--- src/rtl/inst_encoder_pkg.sv ---
// Shared constants, field bundle and immediate helper for the RV32I instruction encoder.
// INST_ENC_CHECK_EN (optional) enables immediate range/alignment checking in inst_pack.
package inst_encoder_pkg;

  localparam int OPCODE_W = 7;
  localparam int REG_W    = 5;
  localparam int F3_W     = 3;
  localparam int F7_W     = 7;
  localparam int FMT_W    = 3;

  localparam logic [FMT_W-1:0] FMT_R = 3'd0;
  localparam logic [FMT_W-1:0] FMT_I = 3'd1;
  localparam logic [FMT_W-1:0] FMT_S = 3'd2;
  localparam logic [FMT_W-1:0] FMT_B = 3'd3;
  localparam logic [FMT_W-1:0] FMT_U = 3'd4;
  localparam logic [FMT_W-1:0] FMT_J = 3'd5;

  localparam logic [31:0] NOP_INST = 32'h0000_0013;

  typedef struct packed {
    logic [FMT_W-1:0]    fmt;
    logic [OPCODE_W-1:0] opcode;
    logic [REG_W-1:0]    rd;
    logic [REG_W-1:0]    rs1;
    logic [REG_W-1:0]    rs2;
    logic [F3_W-1:0]     funct3;
    logic [F7_W-1:0]     funct7;
    logic [31:0]         imm;
  } fields_t;

  localparam int FIELDS_W = $bits(fields_t);

  // True when v is representable as an nbits-wide two's-complement value.
  function automatic logic fits_signed(input logic [31:0] v, input int unsigned nbits);
    logic [31:0] ext_s;
    ext_s = 32'($signed(v) >>> (nbits - 32'd1));
    return (ext_s == 32'h0000_0000) || (ext_s == 32'hFFFF_FFFF);
  endfunction

endpackage

--- src/rtl/inst_encoder_pack.sv ---
// inst_pack: combinational RV32I field packing with illegal-format and optional
// immediate checking (INST_ENC_CHECK_EN). Any failure yields the NOP word.
module inst_pack
  import inst_encoder_pkg::*;
(
  input  fields_t     fields,
  output logic [31:0] inst,
  output logic        err
);

  logic [31:0] raw_s;
  logic        bad_fmt_s;
  logic        bad_imm_s;
  logic [31:0] imm_s;

  assign imm_s = fields.imm;

  // Scatter fields and immediate bits into the word layout of each format.
  always_comb begin
    raw_s     = NOP_INST;
    bad_fmt_s = 1'b0;
    case (fields.fmt)
      FMT_R: raw_s = {fields.funct7, fields.rs2, fields.rs1, fields.funct3, fields.rd, fields.opcode};
      FMT_I: raw_s = {imm_s[11:0], fields.rs1, fields.funct3, fields.rd, fields.opcode};
      FMT_S: raw_s = {imm_s[11:5], fields.rs2, fields.rs1, fields.funct3, imm_s[4:0], fields.opcode};
      FMT_B: raw_s = {imm_s[12], imm_s[10:5], fields.rs2, fields.rs1, fields.funct3,
                      imm_s[4:1], imm_s[11], fields.opcode};
      FMT_U: raw_s = {imm_s[31:12], fields.rd, fields.opcode};
      FMT_J: raw_s = {imm_s[20], imm_s[10:1], imm_s[11], imm_s[19:12], fields.rd, fields.opcode};
      default: begin
        raw_s     = NOP_INST;
        bad_fmt_s = 1'b1;
      end
    endcase
  end

`ifdef INST_ENC_CHECK_EN
  // Reject immediates the chosen format cannot represent exactly.
  always_comb begin
    bad_imm_s = 1'b0;
    case (fields.fmt)
      FMT_I, FMT_S: bad_imm_s = !fits_signed(imm_s, 32'd12);
      FMT_B:        bad_imm_s = !fits_signed(imm_s, 32'd13) || imm_s[0];
      FMT_J:        bad_imm_s = !fits_signed(imm_s, 32'd21) || imm_s[0];
      FMT_U:        bad_imm_s = (imm_s[11:0] != 12'h000);
      default:      bad_imm_s = 1'b0;
    endcase
  end
`else
  assign bad_imm_s = 1'b0;
`endif

  assign err  = bad_fmt_s || bad_imm_s;
  assign inst = err ? NOP_INST : raw_s;

endmodule

--- src/rtl/inst_encoder.sv ---
// inst_encoder: two-stage RV32I encoder emitting packed words with sequential word addresses.
// Build option INST_ENC_CHECK_EN turns on immediate checking inside inst_pack.
module inst_encoder
  import inst_encoder_pkg::*;
#(
  parameter int                ADDR_W    = 10,
  parameter logic [ADDR_W-1:0] BASE_ADDR = {ADDR_W{1'b0}}
) (
  input  logic                clk,
  input  logic                rst,
  input  logic                clear,
  input  logic                in_valid,
  output logic                in_ready,
  input  logic [2:0]          fmt,
  input  logic [6:0]          opcode,
  input  logic [4:0]          rd,
  input  logic [4:0]          rs1,
  input  logic [4:0]          rs2,
  input  logic [2:0]          funct3,
  input  logic [6:0]          funct7,
  input  logic [31:0]         imm,
  output logic                out_valid,
  input  logic                out_ready,
  output logic [31:0]         inst,
  output logic [ADDR_W-1:0]   addr,
  output logic                err
);

  fields_t             in_fields_s;
  fields_t             s1_fields_q, s1_fields_d;
  logic                s1_valid_q, s1_valid_d;
  logic                out_valid_q, out_valid_d;
  logic [31:0]         inst_q, inst_d;
  logic                err_q, err_d;
  logic [ADDR_W-1:0]   addr_q, addr_d;
  logic [ADDR_W-1:0]   cnt_q, cnt_d;
  logic [31:0]         pack_inst_s;
  logic                pack_err_s;
  logic                s2_load_s;
  logic                in_ready_s;
  logic                accept_s;

  assign in_fields_s = '{fmt: fmt, opcode: opcode, rd: rd, rs1: rs1, rs2: rs2,
                         funct3: funct3, funct7: funct7, imm: imm};

  assign s2_load_s  = !out_valid_q || out_ready;
  assign in_ready_s = rst && !clear && (!s1_valid_q || s2_load_s);
  assign accept_s   = in_valid && in_ready_s;

  inst_pack u_pack (
    .fields (s1_fields_q),
    .inst   (pack_inst_s),
    .err    (pack_err_s)
  );

  // Next-state for both stages and the address counter; clear overrides any handshake.
  always_comb begin
    s1_valid_d  = s1_valid_q;
    s1_fields_d = s1_fields_q;
    out_valid_d = out_valid_q;
    inst_d      = inst_q;
    err_d       = err_q;
    addr_d      = addr_q;
    cnt_d       = cnt_q;
    if (clear) begin
      s1_valid_d  = 1'b0;
      out_valid_d = 1'b0;
      inst_d      = 32'h0000_0000;
      err_d       = 1'b0;
      addr_d      = {ADDR_W{1'b0}};
      cnt_d       = BASE_ADDR;
    end else begin
      if (s2_load_s) begin
        out_valid_d = s1_valid_q;
        if (s1_valid_q) begin
          inst_d = pack_inst_s;
          err_d  = pack_err_s;
          addr_d = cnt_q;
          cnt_d  = cnt_q + ADDR_W'(1);
        end else begin
          inst_d = inst_q;
        end
      end else begin
        out_valid_d = out_valid_q;
      end
      if (accept_s) begin
        s1_valid_d  = 1'b1;
        s1_fields_d = in_fields_s;
      end else if (s2_load_s) begin
        s1_valid_d = 1'b0;
      end else begin
        s1_valid_d = s1_valid_q;
      end
    end
  end

  // Pipeline and counter registers.
  always_ff @(posedge clk or negedge rst) begin
    if (!rst) begin
      s1_valid_q  <= 1'b0;
      s1_fields_q <= fields_t'({FIELDS_W{1'b0}});
      out_valid_q <= 1'b0;
      inst_q      <= 32'h0000_0000;
      err_q       <= 1'b0;
      addr_q      <= {ADDR_W{1'b0}};
      cnt_q       <= BASE_ADDR;
    end else begin
      s1_valid_q  <= s1_valid_d;
      s1_fields_q <= s1_fields_d;
      out_valid_q <= out_valid_d;
      inst_q      <= inst_d;
      err_q       <= err_d;
      addr_q      <= addr_d;
      cnt_q       <= cnt_d;
    end
  end

  assign in_ready  = in_ready_s;
  assign out_valid = out_valid_q;
  assign inst      = inst_q;
  assign addr      = addr_q;
  assign err       = err_q;

endmodule

--- config.mk ---
export PLATFORM = sky130hd
export DESIGN_NAME = inst_encoder
export DESIGN_NICKNAME = d
export VERILOG_FILES = /design/src/rtl/inst_encoder_pkg.sv /design/src/rtl/inst_encoder_pack.sv /design/src/rtl/inst_encoder.sv
export SDC_FILE = /design/constraint.sdc
export NUM_CORES = 1
export LEC_CHECK = 0
export ABC_AREA = 1
export ABC_CLOCK_PERIOD_IN_PS = 1300
export BUFFER_PORTS_ARGS = -buffer_cell sky130_fd_sc_hd__buf_2
export CORE_ASPECT_RATIO = 1.4
export CORE_UTILIZATION = 43
export CTS_CLUSTER_SIZE = 10
export DETAILED_ROUTE_END_ITERATION = 10
export PLACE_DENSITY = 0.65
export SYNTH_ARGS = -nofsm -noshare
export SYNTH_HDL_FRONTEND = slang
export SYNTH_HIERARCHICAL = 1
export SYNTH_SLANG_ARGS = --single-unit
--- constraint.sdc ---
create_clock -name clk -period 1.3 [get_ports clk]
set_input_delay 0.195 -clock clk [delete_from_list [all_inputs] [get_ports clk]]
set_output_delay 0.195 -clock clk [all_outputs]
set_load 0.05 [all_outputs]
==> flow_summary_export.csv, run 1 <==
group,metric,value,unit
placement,placed_area,6480,um^2
logic_synthesis,synth_top_area_share,54.5,%
timing,fin_crit_sh,110,%
power_and_ir_drop,power_density,1390,nW/um^2
timing,hold_viol,0,
setup_path,worstPathCellList,"nand3_2 -> nand3_2 -> inv_4 -> buf_8",
drt,drtPass1Iterations,8,
logic_synthesis,netlist_area,5610,um^2
setup_path,reg2reg_depth,9,
drt,drc,6,
setup_path,reg2reg_from,"out_valid$_DFFE_PN0P_",
timing,max_slew_margin,57.4,%
grt,grt-ovfl-total,0,
logic_synthesis,ys_seq_area_share,54.5,%
final_layout,final_util,64.0,%
logic_synthesis,syn_inst,675,
setup_path,critPathKind,"flop to output port",
clock_network,root_buffer,"clkbuf_16",
setup_path,worstPathArrival,1230,ps
final_layout,drive_above_1_share,39.2,%
logic_synthesis,yosysTopAreaCell,"dfrtp_1",
floorplan,start_util,44.0,%
min_path,worstHoldStart,"rs1[3]",
power_and_ir_drop,peakVddDrop,0.959,mV
placement,numPortBuffers,116,
floorplan,fp-row-count,49,
floorplan,die_x,98.5,um
clock_network,clk_pin_slew_worst_paths,60,ps
run,drv_cap,0,
power_and_ir_drop,p_leak,4.45,nW
placement,dp_hpwl,10200,um
clock_network,cts_max_level,4,
grt,antenna_found_initial,1,
grt,grt_usage,24.5,%
timing,final_max_slew_viol_count,0,
logic_synthesis,syn_nets,748,
timing,fmax,700,MHz
clock_network,cts_tree,"yes",
logic_synthesis,synthTopCellsByArea,"dfrtp_1 (54%), nand2_1 (21%), nand3_1 (8.2%)",
setup_path,worstPathRequired,1110,ps
floorplan,fp.dieH,137,um
timing,hold_slack,13.2,ps
timing,rsz0062_at_grt,"yes",
final_layout,nFillCells,1012,
floorplan,design.core.area,12800,um^2
final_layout,nets,909,
drt,antenna_left,0,
min_path,min_path_cells,3,
drt,vias,5267,
clock_network,cts.sinks,122,
setup_path,cp_max_fo,3,
power_and_ir_drop,fin_total_pwr,11.4,mW
setup_path,slowest_stage,"dfrtp_2",
timing,setup_viol,117,
floorplan,pin_count,117,
clock_network,numCtsBuffers,17,
logic_synthesis,synth-seq-cells,122,
timing,worst_slew_pin_slew,640,ps
status,violations,"design-rule violations, negative setup slack",
setup_path,rr_endpoint,"s1_fields_q[19]$_DFFE_PN0P_",
final_layout,fin_area,8160,um^2
timing,setup_slack,-128,ps
setup_path,cp_common_cell,"nand3_2",
logic_synthesis,ys_types,30,
logic_synthesis,ys_warn_count,6,
grt,grt_pass1_wl,25000,um
status,outcome,"complete, but fails checks",
setup_path,regToRegSetupSlack,-120,ps
final_layout,area_growth,45.5,%
min_path,min_to,"s1_fields_q[50]$_DFFE_PN0P_",
grt,grt_pass1_vias,5037,
grt,grt_max_degree,123,
drt,drtIter0Drc,388,
clock_network,cts.path.max_buffers,2,
logic_synthesis,syn_area_per_cell,8.31,um^2
setup_path,critPathCaptureType,"output port",
placement,gp_routability_congestion,0.877,
drt,wl_per_cell,17.1,um
clock_network,clk_latency,410,ps
setup_path,startpoint_type,"flop",
timing,skew,9.25,ps
drt,wl,17200,um
timing,fin_tns_setup,-8120,ps
drt,viasPerCell,5.25,
min_path,min_path_type,"primary input to flop",
timing,min_period,1430,ps
setup_path,critical-path-max-stage-delay,410,ps
floorplan,die_area,13500,um^2
[synthesized netlist by cell type]
cell	count
nand2_1	318
dfrtp_1	122
nand3_1	92
buf_2	24
inv_1	18
nor2_1	15
o21ai_0	12
nand2_4	11
nand3_2	9
nand4_1	7
inv_2	6
a21oi_1	5
buf_6	5
clkbuf_1	4
nor2_2	4
nand2_2	3
nor2_4	3
or2_2	3
buf_4	2
nor3_1	2
buf_12	1
ha_1	1
inv_4	1
inv_8	1
nand3b_1	1
nand4_2	1
o21ai_1	1
o21bai_1	1
o22ai_1	1
xnor2_1	1
[state kept, by name (all words and copies together), names as in the netlist]
name,count
err,1
inst,32
addr,10
s1_valid_q,1
s1_fields_q,67
cnt_q,10
out_valid,1
[layout by cell type, fill, tap and decap left out, drive strengths merged, types with 2 or more instances in the layout]
cell	count
nand2	332
buf	166
dfrtp	122
nand3	101
clkbuf	31
inv	26
nor2	22
o21ai	13
nand4	8
clkinv	6
a21oi	5
dlygate4sd3	4
bufinv	3
or2	3
nor3	2
[report_power, final]
group	total (mW)	internal [mW]	switching (mW)
clock network	4.76	3.14	1.62
logic	2.05	0.836	1.21
registers	4.56	4.19	0.373
[layer usage]
layer  vias to the layer above  global-route usage, %  share of wire (%)
met5                         -                      0                  0
met4                         0                   14.5                4.6
met3                        52                   4.65                5.0
met2                       202                   44.6                 54
met1                      2549                   26.5                 36
li1                       2464                      -                  -
[through the flow]
| step | instances | setup slack, ps |
|---|---|---|
| floorplan | 675 | -15.5 |
| global placement | 936 | -17.1 |
| detailed placement | 936 | -61.7 |
| CTS | 990 | -132 |
| global route | 1003 | -160 |
| finish | 1003 | -128 |
[layout make-up]
cell class,instances,area [um^2],share of cell area [%]
flip-flops and latches,122,3060,37.5
multi-input cells,491,2600,31.9
repair buffers,178,1590,19.5
clock buffers,23,478,5.86
well taps,153,191,2.35
clock inverters,9,120,1.47
inverters,26,115,1.41
diodes,1,2.50,0.0307
[repair_timing]
item | in CTS | in global routing
hold buffers | 4 | 0
endpoints found under the hold margin | 125 | 0
setup buffers | 10 | 6
endpoints found under the setup margin | 43 | 121
pin swaps | 1 | 32
gates resized for setup | 40 | 110
gates cloned | 8 | 8
[cells by family (layout without fill, tap and decap cells)]
| group | count (synthesis) | after routing | synth area share (%) |
|---|---|---|---|
| XOR/XNOR | 1 | 1 | 0.156 |
| buffers and inverters | 62 | 236 | 5.96 |
| other | 0 | 1 | 0 |
| flip-flops | 122 | 122 | 54.5 |
| AO/OA/AOI/OAI | 20 | 20 | 1.85 |
| adder cells (fa/ha/maj) | 1 | 1 | 0.223 |
| AND/OR/NAND/NOR | 469 | 469 | 37.4 |
[how the worst max path moves through the flow]
stage | slack (ps) | cells past startpoint | start | endpoint
after CTS | -130 | 4 | out_valid$_DFFE_PN0P_ | in_ready
final | -130 | 4 | out_valid$_DFFE_PN0P_ | in_ready
after global routing | -160 | 8 | out_valid$_DFFE_PN0P_ | s1_fields_q[40]$_DFFE_PN0P_
after floorplan | -20 | 7 | out_valid$_DFFE_PN0P_ | inst[10]$_DFFE_PN0P_
after global placement | -20 | 7 | s1_fields_q[66]$_DFFE_PN0P_ | inst[21]$_DFFE_PN0P_
after detailed placement | -60 | 7 | s1_fields_q[66]$_DFFE_PN0P_ | inst[21]$_DFFE_PN0P_
[critical path: cells and delay by family, from the launching register on]
| family | cells | cell delay, ps |
|---|---|---|
| flops | 1 | 410 |
| simple gates | 2 | 140 |
| buf+inv | 2 | 260 |
(Power assumes the default switching activity.)
==> run 2: changes to the inputs <==
--- a/config.mk
+++ b/config.mk
@@ -7,3 +7,3 @@
 export LEC_CHECK = 0
-export ABC_AREA = 1
+export ABC_AREA = 0
 export ABC_CLOCK_PERIOD_IN_PS = 1300
@@ -11,2 +11,3 @@
 export CORE_ASPECT_RATIO = 1.4
+export CORE_MARGIN = 2
 export CORE_UTILIZATION = 43
==> constraint.sdc (replaced) <==
create_clock -name clk -period 1.3 [get_ports clk]
set_input_delay 0.26 -clock clk [delete_from_list [all_inputs] [get_ports clk]]
set_output_delay 0.26 -clock clk [all_outputs]
set_load 0.05 [all_outputs]
==> flow_summary_export.csv, run 2 <==
group,metric,value,unit
final_layout,fin_cells,857,
power_and_ir_drop,swShare,28.6,%
placement,pre_cts_slack,-247,ps
power_and_ir_drop,fin_total_pwr,12.7,mW
logic_synthesis,synthTopCellsByArea,"dfrtp_1 (55%), mux2_2 (10%), o21ai_0 (5.5%)",
logic_synthesis,ys_types,39,
timing,worst_slew_pin_slew,641,ps
status,violations,"negative setup slack",
timing,skew,8.30,ps
power_and_ir_drop,peakVddDrop,1.10,mV
timing,fmax,619,MHz
final_layout,final_common_cell,"dfrtp_1",
status,outcome,"complete, but fails checks",
setup_path,startpoint_type,"flop",
logic_synthesis,ys_seq_area_share,54.6,%
placement,numPortBuffers,116,
setup_path,cp_max_fo,8,
grt,grt_max_degree,123,
power_and_ir_drop,sequentialPowerShare,36.9,%
logic_synthesis,synth-seq-cells,122,
power_and_ir_drop,power_density,1360,nW/um^2
final_layout,diodes,0,
setup_path,worstPathRequired,1590,ps
placement,place_inst,781,
timing,max_slew_margin,57.2,%
setup_path,critPathKind,"flop to flop",
logic_synthesis,ys.flop_type,"dfrtp_1",
drt,vias,5019,
grt,grt_pass1_wl,26400,um
min_path,min_path_cells,2,
logic_synthesis,synth_top_area_share,54.6,%
clock_network,root_buffer,"clkbuf_16",
logic_synthesis,syn_nets,573,
setup_path,reg2reg_depth,6,
final_layout,layout_common_cells,"dfrtp_1 (114), buf_2 (71), buf_4 (57)",
run,drv_cap,0,
floorplan,pin_count,117,
placement,dp_hpwl,9680,um
placement,gp_routability_congestion,0.843,
setup_path,worstPathArrival,1910,ps
final_layout,nets,764,
logic_synthesis,netlist_area,5590,um^2
drt,drtPass1Iterations,8,
final_layout,regMostFlops,"s1_fields_q",
power_and_ir_drop,p_int,9.05,mW
logic_synthesis,synth.most_common_cell,"dfrtp_1",
floorplan,fp.dieH,139,um
timing,final_max_slew_viol_count,0,
final_layout,area_growth,66.6,%
logic_synthesis,synthTopCellsByCount,"dfrtp_1 (122), o21ai_0 (61), mux2_2 (52), a21oi_1 (51), nand3_1 (47)",
drt,drc,0,
timing,setup_viol,124,
clock_network,cts_max_level,4,
logic_synthesis,syn_area_per_cell,11.2,um^2
floorplan,die_area,13900,um^2
logic_synthesis,ys_async_sr_fraction,100,%
clock_network,clk_pin_slew_worst_paths,60,ps
clock_network,cts.path.max_buffers,2,
setup_path,critPathCaptureType,"flop",
clock_network,numCtsBuffers,17,
timing,fin_crit_sh,124,%
floorplan,design.core.area,12800,um^2
grt,grt_pass1_vias,4893,
power_and_ir_drop,p_sw,3.62,mW
grt,antenna_found_initial,0,
power_and_ir_drop,p_leak,4.09,nW
drt,wl,19900,um
logic_synthesis,syn_inst,500,
drt,viasPerCell,5.86,
min_path,min_path_type,"primary input to flop",
floorplan,start_util,43.8,%
logic_synthesis,yosysTopAreaCell,"dfrtp_1",
grt,grt-ovfl-total,0,
timing,hold_viol,0,
drt,antenna_left,0,
floorplan,die_x,100,um
power_and_ir_drop,p_comb_share,23.6,%
timing,setup_slack,-316,ps
final_layout,largest_register_ffs,67,
final_layout,drive_above_1_share,69.2,%
clock_network,cts_tree,"yes",
timing,rsz0062_at_grt,"yes",
clock_network,cts.sinks,122,
final_layout,final_util,73.0,%
logic_synthesis,ys_warn_count,6,
drt,wl_per_cell,23.2,um
timing,fin_tns_setup,-25030,ps
drt,drtIter0Drc,377,
floorplan,fp-row-count,49,
power_and_ir_drop,pwr-share-clk,39.5,%
logic_synthesis,synth_edf_count,0,
grt,grt_usage,24.6,%
clock_network,cts_hold_buf,0,
timing,min_period,1620,ps
clock_network,clk_latency,420,ps
==> run 2: cell count changes in the layout (fill, tap and decap cells not counted), moves of 11 or more <==
| cell | change |
|---|---|
| mux2_2 | +48 |
| buf_2 | -41 |
| o21ai_2 | +18 |
| a22o_1 | +11 |
| mux2_4 | +25 |
| nand3_1 | -61 |
| nand2_4 | -20 |
| buf_4 | +32 |
| buf_6 | +32 |
| nand2_1 | -261 |
| nand2_2 | -32 |
| a21oi_2 | +45 |
| o21ai_1 | +22 |
==> run 2: area by class of cell <==
cell class                      instances  area, um^2
Timing Repair Buffer                  213        2130
Tap cell                              153         191
Multi-Input combinational cell        326        3260
Inverter                               11        48.8
Sequential cell                       122        3060
Clock buffer                           20         447
Clock inverter                         12         171
Fill cell                             758        3440
==> run 2: routing by layer <==
layer | track usage (%) | share of wire [%] | vias to the layer above
met5 | 0 | 0 | -
met4 | 8.94 | 3.9 | 0
met3 | 5.85 | 5.2 | 62
met2 | 42.4 | 55 | 218
met1 | 29.6 | 36 | 2540
li1 | - | - | 2199
==> run 2: critical path, cell delays in order, from the launching register on <==
cell      delay, ps
dfrtp_2         420
nand3b_1        140
nand4b_1        160
buf_6           170
buf_12          150
buf_12          140
mux2_4          300
==> run 2: metrics by stage <==
step	instance area [um^2]	hold WS [ps]
6_report	9310	74.8
5_1_grt	9310	67.2
4_1_cts	8100	55.6
3_5_place_dp	6660	481
3_3_place_gp	6660	473
2_1_floorplan	5620	-35.6
==> run 2: power groups by stage <==
stage / combinational [mW] / clock (mW) / sequential, mW
6_report: 2.99 / 5.01 / 4.68
5_1_grt: 3.16 / 5.24 / 4.72
4_1_cts: 2.38 / 5.00 / 4.60
3_5_place_dp: 1.93 / 0 / 4.63
3_3_place_gp: 1.89 / 0 / 4.61
2_1_floorplan: 1.19 / 0 / 4.69
==> run 2: worst paths after layout <==
check,startpoint,end,slack (ps)
setup / recovery,s1_valid_q$_DFFE_PN0P_,s1_fields_q[27]$_DFFE_PN0P_,-320
setup reg to reg,s1_valid_q$_DFFE_PN0P_,s1_fields_q[27]$_DFFE_PN0P_,-320
max in group asynchronous,rst,cnt_q[2]$_DFFE_PN0P_,750
hold reg to reg,s1_fields_q[32]$_DFFE_PN0P_,s1_fields_q[32]$_DFFE_PN0P_,510
min in group asynchronous,rst,addr[0]$_DFFE_PN0P_,80
hold / removal,funct3[2],s1_fields_q[41]$_DFFE_PN0P_,70
==> run 2: what timing repair did <==
action | in CTS | in global routing
resized for setup | 164 | 245
endpoints found under the setup margin | 136 | 148
pin swaps | 47 | 102
buffers inserted | 18 | 8
cloned | 12 | 12
==> run 2: kinds of logic after synthesis <==
logic type      synth area share [%]
compound gates                  14.1
mux                             16.1
flops                           54.6
fa+ha+maj                      0.224
simple gates                    9.96
buf+inv                         5.01
==> run 3: changes to the inputs <==
Settings changed: PLACE_DENSITY 0.65 to unset, PLACE_DENSITY_LB_ADDON set to 0.2.
==> flow_summary_export.csv, run 3 (synthesis gave the netlist of run 2 again) <==
group,metric,value,unit
power_and_ir_drop,p_int,8.68,mW
clock_network,cts_hold_buf,0,
grt,grt_pass1_vias,4591,
final_layout,final_common_cell,"dfrtp_1",
timing,rsz0062_at_grt,"yes",
clock_network,cts.path.max_buffers,2,
grt,antenna_found_initial,0,
drt,wl_per_cell,18.4,um
setup_path,worstPathArrival,1290,ps
final_layout,layout_common_cells,"dfrtp_1 (119), buf_4 (72), buf_2 (70)",
grt,met2_usage,37.3,%
power_and_ir_drop,sequentialPowerShare,38.9,%
run,drv_cap,0,
final_layout,multiInputGateArea,2720,um^2
timing,skew,8.19,ps
drt,drtIter0Drc,208,
final_layout,nets,744,
floorplan,die_x,100,um
drt,wl,15400,um
timing,worst_slew_pin_slew,651,ps
status,outcome,"complete, but fails checks",
clock_network,cts.sinks,122,
placement,pre_cts_slack,-228,ps
power_and_ir_drop,power_density,1420,nW/um^2
final_layout,nFillCells,1027,
clock_network,cts_max_level,4,
final_layout,final_util,65.1,%
timing,setup_viol,121,
setup_path,critPathTopFamily,"flip-flops",
timing,max_slew_margin,56.6,%
floorplan,fp-row-count,49,
final_layout,seqCellArea,3060,um^2
clock_network,cts_tree,"yes",
setup_path,worst-path-buf-inv,1,
power_and_ir_drop,p_sw,3.14,mW
placement,numPortBuffers,116,
floorplan,start_util,43.8,%
power_and_ir_drop,peakVddDrop,0.936,mV
clock_network,clk_pin_slew_worst_paths,50,ps
final_layout,drive_above_1_share,56.4,%
setup_path,worstPathRequired,1040,ps
min_path,min_path_type,"primary input to asynchronous set/reset pin",
timing,fmax,646,MHz
grt,grt_usage,21.5,%
drt,drc,0,
clock_network,clk_latency,420,ps
power_and_ir_drop,pwr-share-clk,40.0,%
grt,grt-ovfl-total,0,
grt,busiest_layer,"met2",
drt,antenna_left,0,
power_and_ir_drop,fin_total_pwr,11.8,mW
timing,hold_viol,0,
floorplan,fp.dieH,139,um
drt,viasPerCell,5.49,
drt,drtPass1Iterations,4,
floorplan,pin_count,117,
setup_path,cp_max_fo,3,
drt,vias,4591,
floorplan,design.core.area,12800,um^2
setup_path,slowest_stage,"dfrtp_2",
timing,final_max_slew_viol_count,0,
setup_path,worstPathCellList,"nand3b_1 -> and3b_2 -> buf_8",
grt,use_met3,4.64,%
placement,gp_routability_congestion,0.759,
floorplan,die_area,13900,um^2
timing,min_period,1550,ps
setup_path,critPathCaptureType,"output port",
setup_path,critical-path-max-stage-delay,400,ps
final_layout,diodes,0,
setup_path,critPathKind,"flop to output port",
power_and_ir_drop,swShare,26.6,%
power_and_ir_drop,p_leak,3.80,nW
grt,grt_use_met1,25.9,%
clock_network,numCtsBuffers,17,
final_layout,regMostFlops,"s1_fields_q",
clock_network,root_buffer,"clkbuf_16",
grt,grt_max_degree,123,
power_and_ir_drop,p_comb_share,21.1,%
timing,hold_slack,69.4,ps
timing,setup_slack,-248,ps
setup_path,startpoint_type,"flop",
status,violations,"negative setup slack",
setup_path,regToRegSetupSlack,-220,ps
grt,grt_pass1_wl,23200,um
final_layout,largest_register_ffs,67,
placement,dp_hpwl,9420,um
final_layout,area_growth,48.6,%
timing,fin_crit_sh,119,%
[run 3: changes by cell type in the layout (fill, tap and decap cells not counted), moves of 15 or more]
cell and change:
o21ai_1 -15, a21oi_2 -29, nand3_2 -28, buf_4 +15, a21oi_1 +30, nand3_1 +38
[run 3: cell type report]
cell class | count | area share (%)
sequential | 122 | 36.8
multi-input combinational | 325 | 32.7
timing repair buffer | 194 | 20.5
clock buffer | 25 | 6.20
tap | 153 | 2.30
clock inverter | 6 | 1.02
inverter | 11 | 0.527
[run 3: through the flow]
step,instances,instance area [um^2],TNS (ps)
finish,836,8310,-18890
global route,836,8310,-23990
CTS,825,7740,-14140
detailed placement,779,6680,-17200
global placement,779,6680,-13380
floorplan,500,5620,-19450
[run 3: path summary, 6_finish.rpt]
check                                              endpoint  cells past startpoint                        start
max in group asynchronous       s1_fields_q[64]$_DFFE_PN0P_                      3                          rst
min in group clk                s1_fields_q[56]$_DFFE_PN0P_                      2                        rd[4]
worst max-delay path                               in_ready                      3        out_valid$_DFFE_PN0P_
worst min-delay path                    addr[5]$_DFFE_PN0P_                      3                          rst
worst min register to register  s1_fields_q[62]$_DFFE_PN0P_                      1  s1_fields_q[62]$_DFFE_PN0P_
worst max register to register  s1_fields_q[24]$_DFFE_PN0P_                      6        out_valid$_DFFE_PN0P_
[run 3: power by group through the flow]
stage | registers [mW] | logic, mW | clock network [mW]
after floorplan | 4.69 | 1.19 | 0
final | 4.60 | 2.49 | 4.73
after detailed placement | 4.62 | 1.94 | 0
after global routing | 4.65 | 2.68 | 4.99
after global placement | 4.59 | 1.90 | 0
after CTS | 4.57 | 2.28 | 4.79
[run 3: worst reg2reg max path, delay by kind of cell (launching register included)]
family / cells / cell delay (ps)
buffers and inverters: 3 / 470
multiplexers: 1 / 290
flip-flops: 1 / 400
AND/OR/NAND/NOR: 2 / 260
[run 3: repair_timing]
action,CTS,global route
endpoints found under the setup margin,137,140
resized for setup,140,111
pin swaps,26,19
setup buffers,14,4
gates cloned,1,7
[run 3: routing by layer]
| metal | wire length [um] | up-vias | share of wire (%) |
|---|---|---|---|
| met5 | 0 | - | 0 |
| met4 | 306 | 0 | 2.0 |
| met3 | 609 | 26 | 4.0 |
| met2 | 8270 | 131 | 54 |
| met1 | 6210 | 2285 | 40 |
| li1 | - | 2149 | - |
